==> src/rtl/hazard_ctrl.sv <==
// Hazard and sequencing controller for the 16-bit five-stage CPU.
// It handles load-use stalls, taken-branch flushes, data-memory freezes and the HLT drain/halt sequence.
module hazard_ctrl #(
  parameter logic [15:0] RS_MASK      = 16'h23FF,
  parameter logic [15:0] RT_MASK      = 16'h028F,
  parameter logic [3:0]  HALT_OP      = 4'hF,
  parameter int          DRAIN_CYCLES = 3,
  parameter int          CNT_W        = 16
) (
  input  logic             clk,
  input  logic             rst_n,
  input  logic [15:0]      id_instr,
  input  logic             ex_memread,
  input  logic [3:0]       ex_rd,
  input  logic             branch_taken,
  input  logic             dmem_stall,
  output logic             pc_wen,
  output logic             ifid_wen,
  output logic             ifid_flush,
  output logic             idex_bubble,
  output logic             pipe_wen,
  output logic             halted,
  output logic [CNT_W-1:0] stall_cnt,
  output logic [1:0]       dbg_state
);

  localparam int DW = $clog2(DRAIN_CYCLES + 1);
  localparam logic [DW-1:0] DRAIN_INIT = DW'(DRAIN_CYCLES);

  typedef enum logic [1:0] {
    ST_RUN    = 2'd0,
    ST_DRAIN  = 2'd1,
    ST_HALTED = 2'd2
  } state_t;

  state_t        state, state_nxt;
  logic [DW-1:0] drain_cnt, drain_nxt;
  logic          cnt_inc;
  logic          pc_wen_c, ifid_wen_c, ifid_flush_c, idex_bubble_c, pipe_wen_c;

  logic [3:0] op, rs, rt;
  logic       lu;
  logic       unused_instr;

  assign op = id_instr[15:12];
  assign rs = id_instr[7:4];
  assign rt = id_instr[3:0];
  assign unused_instr = ^id_instr[11:8];

  // r0 is hard-wired zero, so a load targeting it can never create a hazard.
  assign lu = ex_memread && (ex_rd != 4'd0) &&
              ((RS_MASK[op] && (rs == ex_rd)) || (RT_MASK[op] && (rt == ex_rd)));

  always_ff @(posedge clk or negedge rst_n) begin
    if (!rst_n) begin
      state     <= ST_RUN;
      drain_cnt <= '0;
      stall_cnt <= '0;
    end else begin
      state     <= state_nxt;
      drain_cnt <= drain_nxt;
      if (cnt_inc && (stall_cnt != '1))
        stall_cnt <= stall_cnt + CNT_W'(1);
    end
  end

  always_comb begin
    state_nxt     = state;
    drain_nxt     = drain_cnt;
    cnt_inc       = 1'b0;
    pc_wen_c      = 1'b0;
    ifid_wen_c    = 1'b0;
    ifid_flush_c  = 1'b0;
    idex_bubble_c = 1'b0;
    pipe_wen_c    = 1'b0;
    case (state)
      ST_RUN: begin
        if (dmem_stall) begin
          cnt_inc = 1'b1;
        end else if (lu) begin
          idex_bubble_c = 1'b1;
          pipe_wen_c    = 1'b1;
          cnt_inc       = 1'b1;
        end else if (branch_taken) begin
          pc_wen_c     = 1'b1;
          ifid_wen_c   = 1'b1;
          ifid_flush_c = 1'b1;
          pipe_wen_c   = 1'b1;
        end else if (op == HALT_OP) begin
          idex_bubble_c = 1'b1;
          pipe_wen_c    = 1'b1;
          state_nxt     = ST_DRAIN;
          drain_nxt     = DRAIN_INIT;
        end else begin
          pc_wen_c   = 1'b1;
          ifid_wen_c = 1'b1;
          pipe_wen_c = 1'b1;
        end
      end
      ST_DRAIN: begin
        // Front end is held; bubbles push the older instructions out the back.
        idex_bubble_c = 1'b1;
        pipe_wen_c    = !dmem_stall;
        if (!dmem_stall) begin
          drain_nxt = drain_cnt - DW'(1);
          if (drain_cnt == DW'(1))
            state_nxt = ST_HALTED;
        end
      end
      ST_HALTED: ;
      default: state_nxt = ST_RUN;
    endcase
  end

  // Gating with rst_n forces every control output low the instant reset asserts.
  assign pc_wen      = rst_n & pc_wen_c;
  assign ifid_wen    = rst_n & ifid_wen_c;
  assign ifid_flush  = rst_n & ifid_flush_c;
  assign idex_bubble = rst_n & idex_bubble_c;
  assign pipe_wen    = rst_n & pipe_wen_c;
  assign halted      = (state == ST_HALTED);
  assign dbg_state   = state;

endmodule

==> config.mk <==
export PLATFORM = sky130hd
export DESIGN_NAME = hazard_ctrl
export DESIGN_NICKNAME = d
export VERILOG_FILES = /design/src/rtl/hazard_ctrl.sv
export SDC_FILE = /design/constraint.sdc
export NUM_CORES = 1
export LEC_CHECK = 0
export BUFFER_PORTS_ARGS = -buffer_cell sky130_fd_sc_hd__buf_2
export CAP_MARGIN = 20
export CORE_ASPECT_RATIO = 0.75
export CORE_MARGIN = 2
export CORE_UTILIZATION = 30
export DETAILED_ROUTE_END_ITERATION = 8
export GPL_ROUTABILITY_DRIVEN = 0
export GPL_TIMING_DRIVEN = 0
export PLACE_DENSITY_LB_ADDON = 0.12
export SYNTH_ARGS = -nofsm -noshare
export SYNTH_HDL_FRONTEND = slang
export SYNTH_SLANG_ARGS = --single-unit
==> constraint.sdc <==
create_clock -name clk -period 2.3 [get_ports clk]
set_input_delay 0.115 -clock clk [delete_from_list [all_inputs] [get_ports clk]]
set_output_delay 0.115 -clock clk [all_outputs]
set_load 0.1 [all_outputs]
Word level (Yosys, flattened, before mapping):

Memory sizes are Yosys's and may differ from the RTL's.
Index checks and enable logic that the tools add are counted.

* $add $sub $neg: 2
* multiply operators: 0
* divide/modulo/power cells: 0
* magnitude comparators: 1
* equality and inequality tests: 13
* shifts and indexed selects: 0
* mux-type cells: 34
* bitwise logic cells: 5
* reductions and logical operators: 12

Operators by type and width (number)
* $mux 2: 11
* $mux 1: 19
* $add 16x1->16 const B: 1
* $ne 16x16->1 const B: 1
* $ne 2x2->1 const B: 6
* $eq 4x4->1: 2
* $reduce_and 7->1: 1
* $pmux 2 s3: 1
* $reduce_and 6->1: 1
* $logic_and 1x1->1: 5
* $lt 4x5->1 const B: 1
* $and 1x1->1: 4
* $eq 2x1->1 const B: 2
* $eq 4x4->1 const B: 1
* $pmux 1 s2: 2
* $pmux 2 s2: 1
* $reduce_bool 4->1: 1
* $eq 2x2->1 const B: 1
* $logic_not 2->1: 1
* $reduce_bool 2->1: 1
* $sub 2x1->2 const B: 1
* $logic_not 1->1: 1
* $logic_or 1x1->1: 1
* $not 1->1: 1

* bits in registers: 20
* latch bits: 0
* RAM bits: 0
* bits in read-only memories: 32
* bits of input ports: 25
* output and inout port bits: 24
* logic and storage cells: 72
* memories kept: 2

Memories
* (no name shown): words 16, width 1, rd ports 1, clocked after memory_dff 0, wr ports 0, RTL line 52 `((RS_MASK[op] && (rs == ex_rd)) || (RT_MASK[op] && (rt == ex_rd)));`
* (no name shown): words 16, width 1, rd ports 1, clocked after memory_dff 0, wr ports 0, RTL line 52

Depth between registers and ports, before layout:

Gate-level depths: netlist of run 1.

* depth after elaboration: 9
* mapped depth: 7

Worst setup path before layout of run 1:

Ideal clock, no wire load.

* path kind: register to output
* start: reg state[1] (netlist: dbg_state[1])
* end: out pc_wen
* arrival time: 3947 ps
* required time: 2185 ps
* setup slack: -1762 ps
* cell stages (with the launch flop): 5
* buffers on the path: 1
* cells stage by stage: dfrtp_1 nor2_1 nand2_1 nor3_1 buf_4

* longest elaborated chain between the ends: 3

Ends and longest elaborated chain
* start, declared: RTL line 36 `state_t state, state_nxt;`
* start signal, assigned: RTL line 60 `state <= state_nxt;`
* $logic_not 2->1
* $mux 1
* $and 1x1->1
* end, declared: RTL line 17 `output logic pc_wen,`

No other way between the ends.

Worst setup path after layout of run 1:

* start: in ex_rd[3]
* end: out idex_bubble

* longest elaborated chain between the ends: 8
* elaborated cells between the ends (all ways): 12
* those cells by class: eq/ne (2); mux (3); bitwise (1); reduce/logical (6)

Ends and longest elaborated chain
* start, declared: RTL line 14 `input logic [3:0] ex_rd,`
* $eq 4x4->1: RTL line 52
* $logic_and 1x1->1: RTL line 52
* $logic_or 1x1->1: RTL line 52
* $logic_and 1x1->1 *: RTL line 51 `assign lu = ex_memread && (ex_rd != 4'd0) &&`
* $mux 1 *: RTL line 80 `end else if (lu) begin`
* $mux 1 *: RTL line 78 `if (dmem_stall) begin`
* $pmux 1 s2 *: RTL line 76 `case (state)`
* $and 1x1->1 *: RTL line 119 `assign idex_bubble = rst_n & idex_bubble_c;`
* end, declared: RTL line 20 `output logic idex_bubble,`

Mark *: on every way between the ends. The rest lies on a longest branch, timed or not.

==> results of run 1 <==
synth_stat cells, types with 2 or more instances:
cell type and instances:
o311ai_0 7, nor3_1 5, o31ai_1 2, o21ai_0 3
nor2_1 5, buf_4 2, nand2b_1 4, inv_1 7
o41ai_1 5, a21oi_1 7, nor4_2 2, buf_2 5
nand4_1 6, a2111oi_2 5, or4_1 2, nand2_1 14
ha_1 2, or2_2 3, xnor2_1 3, o221ai_1 3
nor4_1 4, o22ai_1 2, o21ai_1 12, nor2_2 2
a31oi_1 2, nor2b_1 7, xor2_1 6, o311ai_1 2
or3_1 6, nand3_1 7, dfrtp_1 20, clkbuf_1 4
repair_timing:
item	4_1_cts	5_1_grt
endpoints found under the hold margin	20	0
endpoints found under the setup margin	0	11
hold buffers	1	0
resized for setup	0	5
worst max path at each step:
stage               slack [ns]          end  depth (start not counted)          from
floorplan                -0.38       pc_wen                          4  dbg_state[1]
global placement         0.005       pc_wen                          8      ex_rd[0]
detailed placement        0.02       pc_wen                          8      ex_rd[0]
CTS                       0.02       pc_wen                          8      ex_rd[0]
global route             0.002       pc_wen                          8      ex_rd[0]
finish                    0.10  idex_bubble                          8      ex_rd[3]
worst max-delay path: cells and delay by family:
family,cells,cell delay [ns]
AND/OR/NAND/NOR,3,0.75
buffers and inverters,3,0.79
AO/OA/AOI/OAI,1,0.25
XOR/XNOR,1,0.17
layer usage:
metal  up-vias  routed length, um  GRT usage
met3         4                379     0.0370
met5         -                  0          0
met2        62               2160      0.232
met4         0                 13     0.0202
li1        843                  -          -
met1       783               2500      0.260
per-stage QoR:
step,area [sq um],setup TNS [ns]
after global placement,2040,0
after floorplan,1730,-0.378
after CTS,2120,0
after detailed placement,2040,0
final,2140,0
after global routing,2140,0
flip-flops by register name (all words and copies together), names as in the netlist:
signal     cells
drain_cnt      2
stall_cnt     16
dbg_state      2
cell type report:
type | count | area [sq um]
buffer | 14 | 103
clock buffer | 3 | 41.3
clock inverter | 1 | 30.0
fill | 576 | 3270
inverter | 7 | 26.3
multi-input combinational | 149 | 1090
sequential | 20 | 518
tap | 75 | 93.8
timing repair buffer | 44 | 230
cell families after synthesis:
family	after synthesis
AOI/OAI and AO/OA	61
xor gates and xnor gates	9
adders and majority gates	2
buffers and inverters	21
DFF	20
and+or+nand+nor	77
power by group through the flow:
stage	logic, mW	registers, mW	clock network, mW
after floorplan	0.767	1.22	0
after global placement	1.71	0.626	0
after detailed placement	1.71	0.629	0
after CTS	1.72	0.621	0.378
after global routing	1.82	0.645	0.399
final	1.73	0.621	0.369
==> summary.md, run 1 <==
| Metric | Value |
|---|---|
| Outcome | complete, no violations |
| Final setup margin | about 0.1 ns |
| CTS tree | yes |
| First-pass GRT wire length | 8.33 mm |
| Pre-CTS setup slack | between 0.015 and 0.02 ns |
| Post-synthesis mux area share | 0 |
| Port buffer count | 43 |
| Layout Cells excl Fill | 313 |
| DRT iter0 DRCs | around 110 |
| Cell area after synthesis | 1700 sq um |
| MaxCap Viol Count | 0 |
| Critical Path Source Type | input pin |
| RR Endpoint | stall_cnt[1] |
| Power Internal | ~1.1 mW |
| Commonest cells after routing, fill and taps aside | buf_2, nand2_1, dfrtp_2, o21ai_1 |
| Share of the synthesized area in the top cell type | 0.295 |
| CP most frequent cell | buf_2 |
| Reg2Reg Setup Slack | 0.21 ns |
| Worst hold margin | 0.274 ns |
| Largest family of logic cells by synthesized area | compound AO/OA/AOI/OAI gates |
| WP data arrival | 2.08 ns |
| Power share of the combinational group | 0.636 |
| Max VDD drop | 0.839 mV |
| Leak | 0.848 nW |
| Drt wl/cell | between 15 and 20 um |
| Placed cells | 308 |
| Starting Density | 0.314 |
| Synth Area in Adders | 0.0147 |
| Fmax | 455 MHz |
| Min-delay src | branch_taken |
| Worst setup EP type | output port |
| Final setup vio count | 0 |
| Number of global-route vias before repair | 1562 |
| CTS clock-pin slew for the worst setup and hold paths | 0.09 ns |
| Yosys Warn Count | 0 |
| Drt pass-1 iters | 4 |
| Via count | 1692 |
| Final worst path period share | 0.956 |
| Post-synth EDFFs | 0 |
| Tmin final | 2.20 ns |
| Hold path depth | 5 |
| Ranking of synthesized cells by area | dfrtp_1, a2111oi_2, o311ai_0 |
| Post-Syn Area per Cell | 8.94 sq um |
| Cells along the critical path | buf_2 -> xor2_1 -> nor4_2 -> nand3_1 -> buf_2 -> nand2_1 -> o221a_2 -> buf_2 |
| Reg power frac | 0.229 |
| Relative slew margins | 0.641 |
| Register bit total from synthesis | 20 |
| Die Span Y | 69.2 um |
| Util after Layout | 0.395 |
| Sequential area share after synthesis | 0.295 |
| DR DRC count | 0 |
| Syn nets | 217 |
| GR Overflow Total | 0 |
| Worst Hold Class | input pin to register |
| Largest area contributor in the netlist | dfrtp_1 |
| Initial antenna violation count | 0 |
| Compound-Gate Fraction of Synth Area | 0.289 |
| Worst Tran Pin Value | roughly 0.54 ns |
| Largest net degree at the start of global routing | 24 |
| Switch Pwr | 1.61 mW |
| Clock power frac | 0.136 |
| Final net count | between 200 and 300 |
| Net Sw Frac | 0.594 |
| Antenna diodes | 0 |
| Post-Route WL | 5.05 mm |
| Reg2reg start | stall_cnt[0] |
| Synth Flop Type | dfrtp_1 |
| Mapped Cells | 190 |
| Data required, critical path | roughly 2.2 ns |
| Clock skew | between 0.005 and 0.006 ns |
| Worst r2r path cells | 7 |
| Sink Count | 20 |
| Share of cells above drive strength 1 | 0.399 |
| Worst Hold Endpoint | dbg_state[0] |
| Post-synthesis simple-gate area fraction | 0.280 |
| Final max-slew violation count | 0 |
| Site Rows | 23 |
| Post-synth ARST share | 1.00 |
| Core area | between 5000 and 6000 sq um |
| Final HPWL DP | 3.72 mm |
| Commonest non-fill, non-tap cell in the layout | buf_2 |
| Slowest CP cell | buf_2 |
| Power density cells | 1270 nW/um^2 |
| Unrepaired setup endpoints after global routing | no |
| Vias per cell | 5.41 |
| Clk buf depth | 2 |
| Die ar. | 6290 sq um |
| Number of hold violations in the final report | 0 |
| # Post-CTS Setup Buffers | 0 |
| Die width | 90.9 um |
| Clock buffer count from CTS | 3 |
| Htree depth | 1 |
| Root buf cell | clkbuf_8 |
| Post-route total power | 2.72 mW |
| CP max FO | 10 |
| Post-synthesis xor/xnor area fraction | 0.0464 |
| CP max stage delay | 0.42 ns |
| Worst Path Class, Setup | input pin to output port |
| Clock insertion delay at the later pin of the skew report | 0.27 ns |
| Gr usage total | 0.164 |
| Library cells used by synthesis | 56 |
| IO Count | 49 |
| Detail Route Antenna Nets | 0 |
| Area grow syn2layout | 25.8% |
(Power assumes the default switching activity.)
==> run 2: changes to the inputs <==
CORE_UTILIZATION = 45   (was 30)
==> run 2 against run 1 <==
  * Sequential share of layout area increased by 0.37 points
  * Global-route usage rose by 6.6 points
  * Power decreased by 1.2%
  * Critical endpoint is now ifid_flush
  * Largest cell class unchanged
  * Sequential power about the same
  * Register-to-register slack better by 0.03 ns
  * Critical path type unchanged
  * Final cell count fell by 7.3%
  * First-iteration DRC count is 30% lower
  * Fmax is 3.6% higher
==> summary.md, run 2 (synthesis results as in run 1) <==
| Metric | Value |
|---|---|
| CTS tree | yes |
| Port buffer count | 43 (unchanged) |
| IO Count | 49 (unchanged) |
| Final HPWL DP | 3.36 mm (-9.6%) |
| # Post-CTS Setup Buffers | 0 (unchanged) |
| CP max FO | 6 (-4) |
| Commonest cells after routing, fill and taps aside | buf_2, dfrtp_2, nand2_1, o21ai_1 |
| Number of hold violations in the final report | 0 (unchanged) |
| Final net count | 266 (unchanged) |
| Htree depth | 1 (unchanged) |
| Sink Count | 20 (unchanged) |
| Worst Path Class, Setup | input pin to output port |
| DRT iter0 DRCs | 73 (-30%) |
| Share of cells above drive strength 1 | 0.403 (+0.00420) |
| Clock skew | 0.00368 ns (-0.00214 ns) |
| Worst setup EP type | output port |
| Drt pass-1 iters | 4 (unchanged) |
| Tmin final | 2.12 ns (-0.0760 ns) |
| Largest net degree at the start of global routing | 24 (unchanged) |
| Data required, critical path | 2.18 ns (about the same) |
| Post-Route WL | 4.65 mm (-7.9%) |
| Number of flip-flops in the largest register | 16 (unchanged) |
| Site Rows | 19 (-17%) |
| GR Overflow Total | 0 (unchanged) |
| Placed cells | 285 (-7.5%) |
| Clock buffer count from CTS | 3 (unchanged) |
| Die ar. | 4290 sq um (-32%) |
| Root buf cell | clkbuf_8 |
| Clock power frac | 0.135 (about the same) |
| Critical Path Source Type | input pin |
| MaxCap Viol Count | 0 (unchanged) |
| Largest reg by FF count | stall_cnt |
| Power density cells | 1280 nW/um^2 (+0.36%) |
| Area grow syn2layout | 23.9% |
| Vias per cell | 5.84 (+8.1%) |
| Pre-CTS setup slack | -0.0196 ns (-0.0383 ns) |
| Max VDD drop | 0.679 mV (-19%) |
| Gr usage total | 0.230 (+0.0661) |
| Worst Tran Pin Value | 0.602 ns (+0.0669 ns) |
| Worst Hold Class | input pin to register |
| Die width | 75.0 um (-18%) |
| First-pass GRT wire length | 7.63 mm (-8.4%) |
| Final setup margin | 0.177 ns (+0.0760 ns) |
| Net Sw Frac | 0.589 (-0.00487) |
| FILL cells | 350 (-39%) |
| Initial antenna violation count | 0 (unchanged) |
| Antenna diodes | 0 (unchanged) |
| Placed inst area | 2010 sq um (-1.4%) |
| CTS clock-pin slew for the worst setup and hold paths | 0.08 ns (about the same) |
| Power Internal | 1.10 mW (about the same) |
| Number of global-route vias before repair | 1547 (-0.96%) |
| Clk buf depth | 2 (unchanged) |
| Setup TNS | 0 ns (unchanged) |
| Layout Cells excl Fill | 290 (-7.3%) |
| Final worst path period share | 0.923 (-0.0331) |
| Outcome | complete, no violations |
| WP data arrival | 2.01 ns (-0.07 ns) |
| Final max-slew violation count | 0 (unchanged) |
| DR DRC count | 0 (unchanged) |
| Worst hold margin | 0.259 ns (-0.0152 ns) |
| Post-Layout Inst Area | 2100 sq um (-1.5%) |
| Post-route total power | 2.68 mW (-1.2%) |
| Reg power frac | 0.231 (+0.002) |
| Starting Density | 0.467 (+0.153) |
| Power share of the combinational group | 0.635 (about the same) |
| Core area | 3640 sq um (-33%) |
| Drt wl/cell | 16.0 um (-0.63%) |
| Detail Route Antenna Nets | 0 (unchanged) |
| Fmax | 471 MHz (+3.6%) |
| Via count | 1694 (+0.12%) |
| Relative slew margins | 0.595 (-0.0463) |
| Final setup vio count | 0 (unchanged) |
| Die Span Y | 57.2 um (-17%) |
| Switch Pwr | 1.58 mW (-2.0%) |
| Unrepaired setup endpoints after global routing | no |
| Util after Layout | 0.579 (+0.184) |
| Commonest non-fill, non-tap cell in the layout | buf_2 |
| Leak | 0.832 nW (-1.8%) |
| Clock insertion delay at the later pin of the skew report | 0.27 ns (about the same) |
-- run 2: cell type report --
type / count / area (sq um) / area share
multi-input cells: 149 / 1090 / 0.517
flip-flops and latches: 20 / 518 / 0.246
repair buffers: 44 / 233 / 0.111
plain buffers: 14 / 103 / 0.0488
well taps: 52 / 65.1 / 0.0309
clock buffers: 3 / 41.3 / 0.0196
clock inverters: 1 / 30.0 / 0.0143
inverters: 7 / 26.3 / 0.0125
-- run 2: path summary, 6_finish.rpt --
path / end / startpoint / cells after the start / slack (ns)
min reg2reg: drain_cnt[0] / drain_cnt[0] / 1 / 0.52
max reg2reg: stall_cnt[1] / stall_cnt[0] / 7 / 0.24
min: dbg_state[0] / branch_taken / 5 / 0.26
min in group asynchronous: drain_cnt[1] / rst_n / 2 / 0.38
max in group asynchronous: stall_cnt[11] / rst_n / 2 / 1.54
max: ifid_flush / ex_rd[0] / 6 / 0.18
-- run 2: power by group through the flow --
stage	combinational [mW]	sequential [mW]	clock (mW)
floorplan	0.767	1.22	0
detailed placement	1.69	0.623	0
CTS	1.70	0.617	0.366
global route	1.79	0.643	0.381
finish	1.70	0.619	0.361
global placement	1.68	0.619	0
-- run 2: worst max-delay path, cell delays in order --
cell and delay (ns):
buf_2 0.12, o41a_1 0.47, and4_4 0.19, nor3_2 0.40
and4_2 0.29, buf_2 0.42
-- run 2: repair_timing --
item,in CTS,in global routing
setup endpoints to repair,1,6
gates cloned,0,0
resized for setup,1,5
pin swaps,0,0
hold buffers,1,0
hold endpoints to repair,20,0
-- run 2: routing by layer --
layer	global-route usage	vias up	wire length, um
li1	-	848	-
met1	0.353	790	2290
met2	0.346	52	2050
met3	0.0371	4	297
met4	0.0383	0	24
met5	0	-	0
==> run 3: changes to the inputs <==
PLACE_DENSITY = 0.69   (was unset)
PLACE_DENSITY_LB_ADDON = unset   (was 0.12)
==> run 3 against run 2 <==
  * Non-clock buffer count is the same
  * Final area fell by 0.77%
  * Power shrank 3.2%
  * Sequential share of layout area is 0.19 points higher
  * Clock power down 22%
  * Register-to-register slack worse by 0.04 ns
  * Global-route usage shrank 0.11 points
  * Final cell count unchanged
  * Wire length is 3.6% lower
  * Clock skew grew 0.00094 ns
  * First-iteration DRC count rose to 2.5 times the previous value
  * Flip-flop and latch count stayed put
  * Highest routed layer unchanged
==> summary.md, run 3 (synthesis results as in run 1) <==
| Metric | Value |
|---|---|
| Relative slew margins | 0.654 (+0.0590) |
| Area grow syn2layout | 22.9% |
| Unrepaired setup endpoints after global routing | no |
| Layout Cells excl Fill | 290 (unchanged) |
| Worst Hold Class | input pin to register |
| Cells along the critical path | buf_2 -> o41a_1 -> nand3_1 -> buf_2 -> nand2_2 -> nor3_4 -> buf_4 -> clkbuf_4 |
| Share of cells above drive strength 1 | 0.403 (unchanged) |
| Antenna diodes | 0 (unchanged) |
| CP most frequent cell | buf_2 |
| DRT iter0 DRCs | 184 (+150%) |
| Placed cells | 285 (unchanged) |
| Worst Tran Pin Value | 0.519 ns (-0.0830 ns) |
| Vias per cell | 6.02 (+3.1%) |
| Final worst path period share | 0.924 (about the same) |
| Slowest CP cell | o41a_1 |
| CP max FO | 10 (+4) |
| Root buf cell | clkbuf_8 |
| CTS clock-pin slew for the worst setup and hold paths | 0.08 ns (about the same) |
| Starting Density | 0.467 (unchanged) |
| Critical Path Source Type | input pin |
| Worst Setup EP | pc_wen |
| Register Area | 518 sq um (unchanged) |
| Worst r2r path cells | 7 (unchanged) |
| RR Endpoint | stall_cnt[1] |
| Die width | 75.0 um (unchanged) |
| Reg2Reg Setup Slack | 0.20 ns (-0.04 ns) |
| GR Overflow Total | 0 (unchanged) |
| Final net count | 266 (unchanged) |
| Power density cells | 1240 nW/um^2 (-2.4%) |
| CTS tree | yes |
| Sink Count | 20 (unchanged) |
| Number of global-route vias before repair | 1485 (-4.0%) |
| Core area | 3640 sq um (unchanged) |
| Max VDD drop | 1.11 mV (+63%) |
| Fmax | 471 MHz (about the same) |
| Final setup vio count | 0 (unchanged) |
| Tmin final | 2.12 ns (+0.00117 ns) |
| Largest reg by FF count | stall_cnt |
| Post-Layout Inst Area | 2090 sq um (-0.77%) |
| FILL cells | 357 (+2.0%) |
| Reg2reg start | stall_cnt[0] |
| Switch Pwr | 1.58 mW (-0.28%) |
| Clock skew | 0.00463 ns (+0.000944 ns) |
| Data required, critical path | 2.18 ns (about the same) |
| Number of hold violations in the final report | 0 (unchanged) |
| Post-Route WL | 4.49 mm (-3.6%) |
| Clock insertion delay at the later pin of the skew report | 0.26 ns (about the same) |
| Outcome | complete, no violations |
| Clock buffer count from CTS | 3 (unchanged) |
| Htree depth | 1 (unchanged) |
| Area used by multi-input combinational logic | 1090 sq um (unchanged) |
| Final max-slew violation count | 0 (unchanged) |
| # Post-CTS Setup Buffers | 0 (unchanged) |
| DR DRC count | 0 (unchanged) |
| Power share of the combinational group | 0.654 (+0.019) |
| Leak | 0.825 nW (-0.89%) |
| Drt pass-1 iters | 4 (unchanged) |
| Port buffer count | 43 (unchanged) |
| Initial antenna violation count | 0 (unchanged) |
| Drt wl/cell | 15.5 um (-3.6%) |
| Site Rows | 19 (unchanged) |
| Worst Setup SP | ex_rd[0] |
| IO Count | 49 (unchanged) |
| Power Internal | 1.02 mW (-7.3%) |
| Gr usage total | 0.229 (-0.00109) |
| Net Sw Frac | 0.606 (+0.0175) |
| Number of flip-flops in the largest register | 16 (unchanged) |
| Clk buf depth | 2 (unchanged) |
| Worst setup EP type | output port |
| Worst Path Class, Setup | input pin to output port |
| MaxCap Viol Count | 0 (unchanged) |
| Final HPWL DP | 3.29 mm (-2.0%) |
| Reg power frac | 0.238 (+0.007) |
| Via count | 1747 (+3.1%) |
| Detail Route Antenna Nets | 0 (unchanged) |
| First-pass GRT wire length | 7.44 mm (-2.5%) |
| Placed inst area | 2010 sq um (unchanged) |
| Clock power frac | 0.108 (-0.027) |
| Die Span Y | 57.2 um (unchanged) |
| Commonest non-fill, non-tap cell in the layout | buf_2 |
| Largest net degree at the start of global routing | 24 (unchanged) |
| Commonest cells after routing, fill and taps aside | buf_2, dfrtp_2, nand2_1, o21ai_1 |
| WP data arrival | 2.01 ns (about the same) |
| Die ar. | 4290 sq um (unchanged) |
| CP max stage delay | 0.47 ns (about the same) |
[run 3: cell count changes in the layout (fill, tap and decap cells not counted)]
cell | previous run | this run
bufinv_16 | 1 | 0
buf_4 | 3 | 2
clkbuf_8 | 3 | 4
clkbuf_4 | 2 | 3
[run 3: metrics by stage]
step	hold slack, ns	TNS, ns	util	setup WS, ns	total power [mW]
2_1_floorplan	-0.181	-0.378	-	-0.378	1.99
3_3_place_gp	0.118	0	0.553	0.0325	2.30
6_report	0.261	0	0.574	0.176	2.60
5_1_grt	0.311	0	0.574	0.0660	2.75
4_1_cts	0.264	0	0.571	0.0130	2.59
3_5_place_dp	0.118	0	0.553	0.0252	2.31
[run 3: worst min path at each step]
| stage | slack [ns] | cells past startpoint | to | startpoint |
|---|---|---|---|---|
| after floorplan | -0.18 | 0 | dbg_state[0] | rst_n |
| after global routing | 0.31 | 5 | dbg_state[0] | branch_taken |
| after global placement | 0.12 | 1 | dbg_state[0] | rst_n |
| after CTS | 0.26 | 5 | dbg_state[0] | branch_taken |
| final | 0.26 | 5 | dbg_state[0] | branch_taken |
| after detailed placement | 0.12 | 1 | dbg_state[0] | rst_n |
[run 3: cell type report]
| cell class | instances | area share |
|---|---|---|
| Timing Repair Buffer | 44 | 0.111 |
| Clock buffer | 4 | 0.0264 |
| Multi-Input combinational cell | 149 | 0.521 |
| Inverter | 7 | 0.0126 |
| Buffer | 14 | 0.0491 |
| Sequential cell | 20 | 0.248 |
| Tap cell | 52 | 0.0312 |
[run 3: what timing repair did]
action                     4_1_cts  5_1_grt
resized for setup                0        6
hold endpoints to repair        20        0
setup endpoints to repair        0        7
hold buffers                     1        0
[run 3: critical path: cells and delay by family]
family	cells	cell delay (ns)
simple gates	3	0.55
buf+inv	4	0.86
compound gates	1	0.47
[run 3: power groups by stage]
stage / Clock [mW] / Sequential, mW / Combinational (mW)
after floorplan: 0 / 1.22 / 0.767
after global placement: 0 / 0.617 / 1.69
after detailed placement: 0 / 0.619 / 1.69
after CTS: 0.284 / 0.614 / 1.69
after global routing: 0.305 / 0.636 / 1.81
final: 0.280 / 0.618 / 1.70
[run 3: per-layer routing]
metal,GRT usage,wire (um),up-vias,share of wire
met5,0,0,-,0
li1,-,-,840,-
met3,0.0424,295,2,0.066
met1,0.372,2210,825,0.49
met2,0.311,1960,80,0.44
met4,0.0510,16,0,0.0036
